### config.mk
export PLATFORM = sky130hd
export DESIGN_NAME = ivar_counter
export DESIGN_NICKNAME = d
export VERILOG_FILES = /design/src/rtl/ivar_counter.sv
export SDC_FILE = /design/constraint.sdc
export NUM_CORES = 1
export LEC_CHECK = 0
export BUFFER_PORTS_ARGS = -buffer_cell sky130_fd_sc_hd__clkbuf_2
export CAP_MARGIN = 20
export CELL_PAD_IN_SITES_DETAIL_PLACEMENT = 0
export CELL_PAD_IN_SITES_GLOBAL_PLACEMENT = 1
export CORE_ASPECT_RATIO = 1.2
export CORE_MARGIN = 3
export CORE_UTILIZATION = 39
export CTS_CLUSTER_DIAMETER = 200
export CTS_CLUSTER_SIZE = 16
export DETAILED_ROUTE_END_ITERATION = 12
export PLACE_DENSITY_LB_ADDON = 0.1
export SETUP_SLACK_MARGIN = 0.1
export SYNTH_ARGS = -nofsm -noshare
export SYNTH_HDL_FRONTEND = slang
export SYNTH_SLANG_ARGS = --single-unit
### constraint.sdc
create_clock -name clk -period 4.7 [get_ports clk]
set_clock_uncertainty 0.05 [all_clocks]
set_input_delay 0.235 -clock clk [delete_from_list [all_inputs] [get_ports clk]]
set_output_delay 0.235 -clock clk [all_outputs]
set_load 0.1 [all_outputs]
### src/rtl/ivar_counter.sv
// Signed iteration-variable generator for one loop dimension; chains via tick_in/carry_out.
// Optional stride-overflow detection is compiled in with IVAR_COUNTER_OVF_CHECK_EN.
module ivar_counter #(
  parameter int unsigned ITERATION_VARIABLE_WIDTH = 16
) (
  input  logic                                clk,
  input  logic                                rst_n,
  input  logic                                cfg_load,
  input  logic [ITERATION_VARIABLE_WIDTH-1:0] cfg_lb,
  input  logic [ITERATION_VARIABLE_WIDTH-1:0] cfg_ub,
  input  logic [ITERATION_VARIABLE_WIDTH-1:0] cfg_step,
  input  logic                                start,
  input  logic                                tick_in,
  input  logic                                outer_last,
  output logic [ITERATION_VARIABLE_WIDTH-1:0] ivar,
  output logic                                carry_out,
  output logic                                busy,
  output logic                                done,
  output logic                                ovf_err
);

  localparam int unsigned W = ITERATION_VARIABLE_WIDTH;

  typedef enum logic [1:0] {
    StIdle = 2'd0,
    StRun  = 2'd1,
    StDone = 2'd2
  } state_e;

  state_e         state_q, state_d;
  logic [W-1:0]   ivar_q, ivar_d;
  logic [W-1:0]   lb_q, lb_d;
  logic [W-1:0]   ub_q, ub_d;
  logic [W-1:0]   step_q, step_d;
  logic           busy_q, busy_d;
  logic           done_q, done_d;

  logic [W-1:0]   next_val;
  logic           step_zero, step_neg, step_pos;
  logic           wrap;

`ifdef IVAR_COUNTER_OVF_CHECK_EN
  logic           ovf_q, ovf_d;
  logic           ovf;

  // Same-sign operands producing a result of the other sign: bit W != bit W-1 of the wide sum.
  assign ovf = (ivar_q[W-1] == step_q[W-1]) && (next_val[W-1] != ivar_q[W-1]);
`endif

  assign next_val  = ivar_q + step_q;
  assign step_zero = (step_q == '0);
  assign step_neg  = step_q[W-1];
  assign step_pos  = !step_neg && !step_zero;

  // Bound test uses the W-bit sum so an overflowed step reads as in range and is flagged.
  assign wrap = (step_pos && ($signed(next_val) > $signed(ub_q))) ||
                (step_neg && ($signed(next_val) < $signed(ub_q))) ||
                step_zero;

  assign carry_out = (state_q == StRun) && tick_in && wrap;

  always_comb begin
    state_d = state_q;
    ivar_d  = ivar_q;
    lb_d    = lb_q;
    ub_d    = ub_q;
    step_d  = step_q;
`ifdef IVAR_COUNTER_OVF_CHECK_EN
    ovf_d   = ovf_q;
`endif
    unique case (state_q)
      StIdle, StDone: begin
        if (cfg_load) begin
          lb_d   = cfg_lb;
          ub_d   = cfg_ub;
          step_d = cfg_step;
        end
        if (start) begin
          ivar_d  = cfg_load ? cfg_lb : lb_q;
          state_d = StRun;
`ifdef IVAR_COUNTER_OVF_CHECK_EN
          ovf_d   = 1'b0;
`endif
        end
      end
      StRun: begin
        if (tick_in) begin
          if (wrap) begin
            if (outer_last) begin
              state_d = StDone;
            end else begin
              ivar_d = lb_q;
            end
          end else begin
`ifdef IVAR_COUNTER_OVF_CHECK_EN
            if (ovf) begin
              ovf_d   = 1'b1;
              state_d = StDone;
            end else begin
              ivar_d = next_val;
            end
`else
            ivar_d = next_val;
`endif
          end
        end
      end
      default: state_d = StIdle;
    endcase
    busy_d = (state_d == StRun);
    done_d = (state_d == StDone);
  end

  always_ff @(posedge clk or negedge rst_n) begin
    if (!rst_n) begin
      state_q <= StIdle;
      ivar_q  <= '0;
      lb_q    <= '0;
      ub_q    <= '0;
      step_q  <= '0;
      busy_q  <= 1'b0;
      done_q  <= 1'b0;
`ifdef IVAR_COUNTER_OVF_CHECK_EN
      ovf_q   <= 1'b0;
`endif
    end else begin
      state_q <= state_d;
      ivar_q  <= ivar_d;
      lb_q    <= lb_d;
      ub_q    <= ub_d;
      step_q  <= step_d;
      busy_q  <= busy_d;
      done_q  <= done_d;
`ifdef IVAR_COUNTER_OVF_CHECK_EN
      ovf_q   <= ovf_d;
`endif
    end
  end

  assign ivar = ivar_q;
  assign busy = busy_q;
  assign done = done_q;

`ifdef IVAR_COUNTER_OVF_CHECK_EN
  assign ovf_err = ovf_q;
`else
  assign ovf_err = 1'b0;
`endif

endmodule
==> summary.md <==
| Metric | Value |
|---|---|
| Run status | `finished, final reports clean` |
| Layout cell share with drive strength beyond 1 | `43.2%` |
| First-pass GRT wire length | `between 15 and 20 mm` |
| HPWL Detailed | `between 7 and 8 mm` |
| CP Max Fanout | `4` |
| M1 WL | `between 5 and 6 mm` |
| # nets final | `567` |
| Final worst-path cycle share | `between 90 and 100%` |
| Initial DRC Count | `around 110` |
| DR vias/cell | `about 5.4` |
| Critical path startpoint category | `flop` |
| Synth Warn # | `0` |
| Avg Synthesized Cell Area | `roughly 10 sq um` |
| Ant diodes | `0` |
| Clock Latency Late Sink | `around 0.33 ns` |
| CP Capture Type | `primary output` |
| Core Region | `a little under 10000 sq um` |
| Boundary pin count | `74` |
| Hold Crit Start | `cfg_ub[5]` |
| Dpl ws | `-0.0143 ns` |
| Row count | `39` |
| Final Critical Period | `~4.7 ns` |
| Data arrival, critical path | `around 4.4 ns` |
| CTS tree | `yes` |
| RD Place Congestion | `0.793` |
| Total track usage | `~20%` |
| Total grt overflow | `0` |
| DIE AREA | `between 10000 and 15000 sq um` |
| Worst path cell trace | `ha_4 > fa_2 > a21oi_2 > o211ai_1 > o21ai_2 > o21bai_2 > a41oi_2 > xnor2_2 > ha_1 > nand4_2 > nor2_1 > a221o_1 > a211oi_2 > mux2_4 > or3_4 > nor2b_4 > buf_12` |
| Least-Margin Pin Slew | `0.830 ns` |
| Max-Cap Viols | `0` |
| Vias in the first global route | `3427` |
| Hold_ws | `roughly 0.053 ns` |
| Clk sinks | `68` |
| Met2 wire len | `4.98 mm` |
| Fin. max-slew vios | `0` |
| Initial antenna violation count | `0` |
| Largest net degree at the start of global routing | `64` |
| Cell count after synthesis | `~390` |
| Net Count, Synth | `~470` |
| Hold WC Path Type | `in2reg` |
| DRC | `0` |
| Num CTS Buffers | `9` |
| CTS H-tree depth | `3` |
| Final setup margin | `between 0.00009 and 0.0001 ns` |
| Mapped Area | `around 4000 sq um` |
| DR vias | `~3300` |
| CP required | `between 4 and 5 ns` |
| Final Hold Fails | `0` |
| Antenna-violating nets left | `0` |
| Netlist cell types | `49` |
| WS Path Type | `reg2out` |
| Worst-case reg-to-reg path depth | `19` |
| Die H | `between 100 and 150 um` |
| Util after Layout | `between 50% and 60%` |
| End point of the critical path | `carry_out` |
| Routed WL | `10.7 mm` |
| Final instance area | `roughly 5300 sq um` |
| CTS Buffer Depth | `2` |
| WL per Instance | `about 18 um` |
| Worst-path clk slew | `approximately 0.050 ns` |
| Final Setup Violations | `0` |
| Critical Path Source | `ivar[0]` |
| Commonest register cell after synthesis | `dfrtp_1` |
| Placed cell areas | `between 4000 and 5000 sq um` |
| Slowest CP cell | `dfrtp_4` |
| Relative slew slack | `between 40 and 50%` |
| EDFF count, synth | `0` |
| Worst reg2reg path startpoint | `ivar[0]` |
| Top Layer Used | `met4` |
| Fmax | `between 200 and 250 MHz` |
| Initial Utilization | `approximately 40%` |
| Sequential element share of the synthesized area | `around 43%` |
| Slowest stage delay, CP | `~0.49 ns` |
| WL met3 | `421 um` |
| CTS root buffer | `clkbuf_16` |
| Async SR Flop Fraction | `100%` |
| # port buffers | `72` |
| DR pass1 iterations | `4` |
| RSZ-0062 raised after global routing | `true` |
| Area growth from synthesis to layout | `33.9%` |
| Seq cells post-synth | `68` |
| Die W | `about 100 um` |
| Worst flop-to-flop path endpoint | `ivar[15]` |
| R2r setup slk | `approximately 0.090 ns` |
-- worst max-delay path, delay by kind of cell, from the launching register on --
kind	cells	cell delay [ns]
adders and majority gates	3	0.80
muxes	1	0.34
and+or+nand+nor	4	0.76
AOI/OAI and AO/OA	7	1.35
DFF	1	0.49
buffers and inverters	1	0.20
xor gates and xnor gates	1	0.14
-- sequential cells by signal, summed over array words and instances, names as in the netlist --
| register | count |
|---|---|
| ivar | 16 |
| lb_q | 16 |
| step_q | 16 |
| ub_q | 16 |
| state_q | 2 |
| busy | 1 |
| done | 1 |
-- cell usage after synthesis (all sizes together), types with 3 or more instances --
cell type  instances  area [sq um]
or3                3          18.8
ha                31           388
mux2              35           398
nand3              7          35.0
nand4              3          25.0
xor2               3          26.3
o31ai             16           139
dfrtp             68          1700
nor2b              4          25.0
inv               22          82.6
buf                7          46.3
a21oi             14          70.1
o21ai             22           110
nor2              30           113
nor4               5          37.5
xnor2             12           105
clkbuf            10          37.5
a21o               4          30.0
nand2             29           109
nor3               3          15.0
o211ai            18           135
o32ai              3          26.3
nand2b             4          25.0
o22ai             12          75.1
-- how the worst min path moves through the flow --
| stage | endpoint | slack, ns | cells after the start |
|---|---|---|---|
| after floorplan | busy | -0.11 | 0 |
| after global placement | ub_q[13] | 0.24 | 1 |
| after detailed placement | ub_q[13] | 0.25 | 1 |
| after CTS | ub_q[5] | 0.04 | 3 |
| after global routing | ub_q[5] | 0.06 | 3 |
| final | ub_q[5] | 0.05 | 3 |
-- routing by layer --
layer	GRT usage, %	vias up
met2	31.5	58
li1	-	1603
met4	5.54	0
met1	27.6	1592
met3	4.06	9
met5	0	-
-- final cells by class --
cell class / instances / area [sq um]
Tap cell: 123 / 154
Timing Repair Buffer: 102 / 643
Clock inverter: 5 / 52.6
Fill cell: 916 / 4410
Multi-Input combinational cell: 278 / 2420
Clock buffer: 11 / 233
Sequential cell: 68 / 1720
Inverter: 22 / 82.6
-- kinds of logic (layout without fill, tap and decap cells) --
group	after synthesis	in the layout	synth area share (%)
muxes	36	36	10.3
buffers and inverters	39	140	4.20
other	1	1	0.0947
adders and majority gates	32	32	10.3
and+or+nand+nor	90	90	10.5
xor gates and xnor gates	15	15	3.32
AOI/OAI and AO/OA	104	104	18.3
DFF	68	68	43.0
-- per-stage QoR --
step	std cells	TNS, ns
global placement	576	0
CTS	605	-0.0849
global route	609	-2.15
finish	609	0
detailed placement	576	-0.0143
floorplan	385	0
-- placed cells by master, fill, tap and decap left out, types with 3 or more instances in the layout --
| cell | count |
|---|---|
| a21oi_1 | 11 |
| xor2_1 | 3 |
| a21oi_2 | 3 |
| ha_1 | 29 |
| buf_4 | 25 |
| dfrtp_2 | 7 |
| nand3_1 | 7 |
| nor3_1 | 3 |
| clkinv_2 | 3 |
| o22ai_1 | 7 |
| nor2_1 | 28 |
| inv_1 | 22 |
| nand2_1 | 28 |
| dfrtp_1 | 59 |
| o22ai_2 | 4 |
| clkbuf_16 | 9 |
| xnor2_1 | 8 |
| o31ai_2 | 6 |
| o211ai_1 | 18 |
| nand2b_1 | 4 |
| a21o_1 | 4 |
| o32ai_1 | 3 |
| nor4_1 | 4 |
| clkbuf_2 | 70 |
| o21ai_0 | 19 |
| mux2_2 | 34 |
| xnor2_2 | 4 |
| o31ai_4 | 10 |
-- timing repair --
| item | 4_1_cts | 5_1_grt |
|---|---|---|
| hold endpoints to repair | 27 | 0 |
| cloned | 1 | 0 |
| endpoints found under the setup margin | 17 | 21 |
| resized for setup | 25 | 28 |
| hold buffers | 1 | 0 |
| pin swaps | 21 | 12 |
| setup buffers | 11 | 4 |
Power is not shown: default switching activity piles up to over one toggle a cycle in this logic, so the estimate is an artifact.
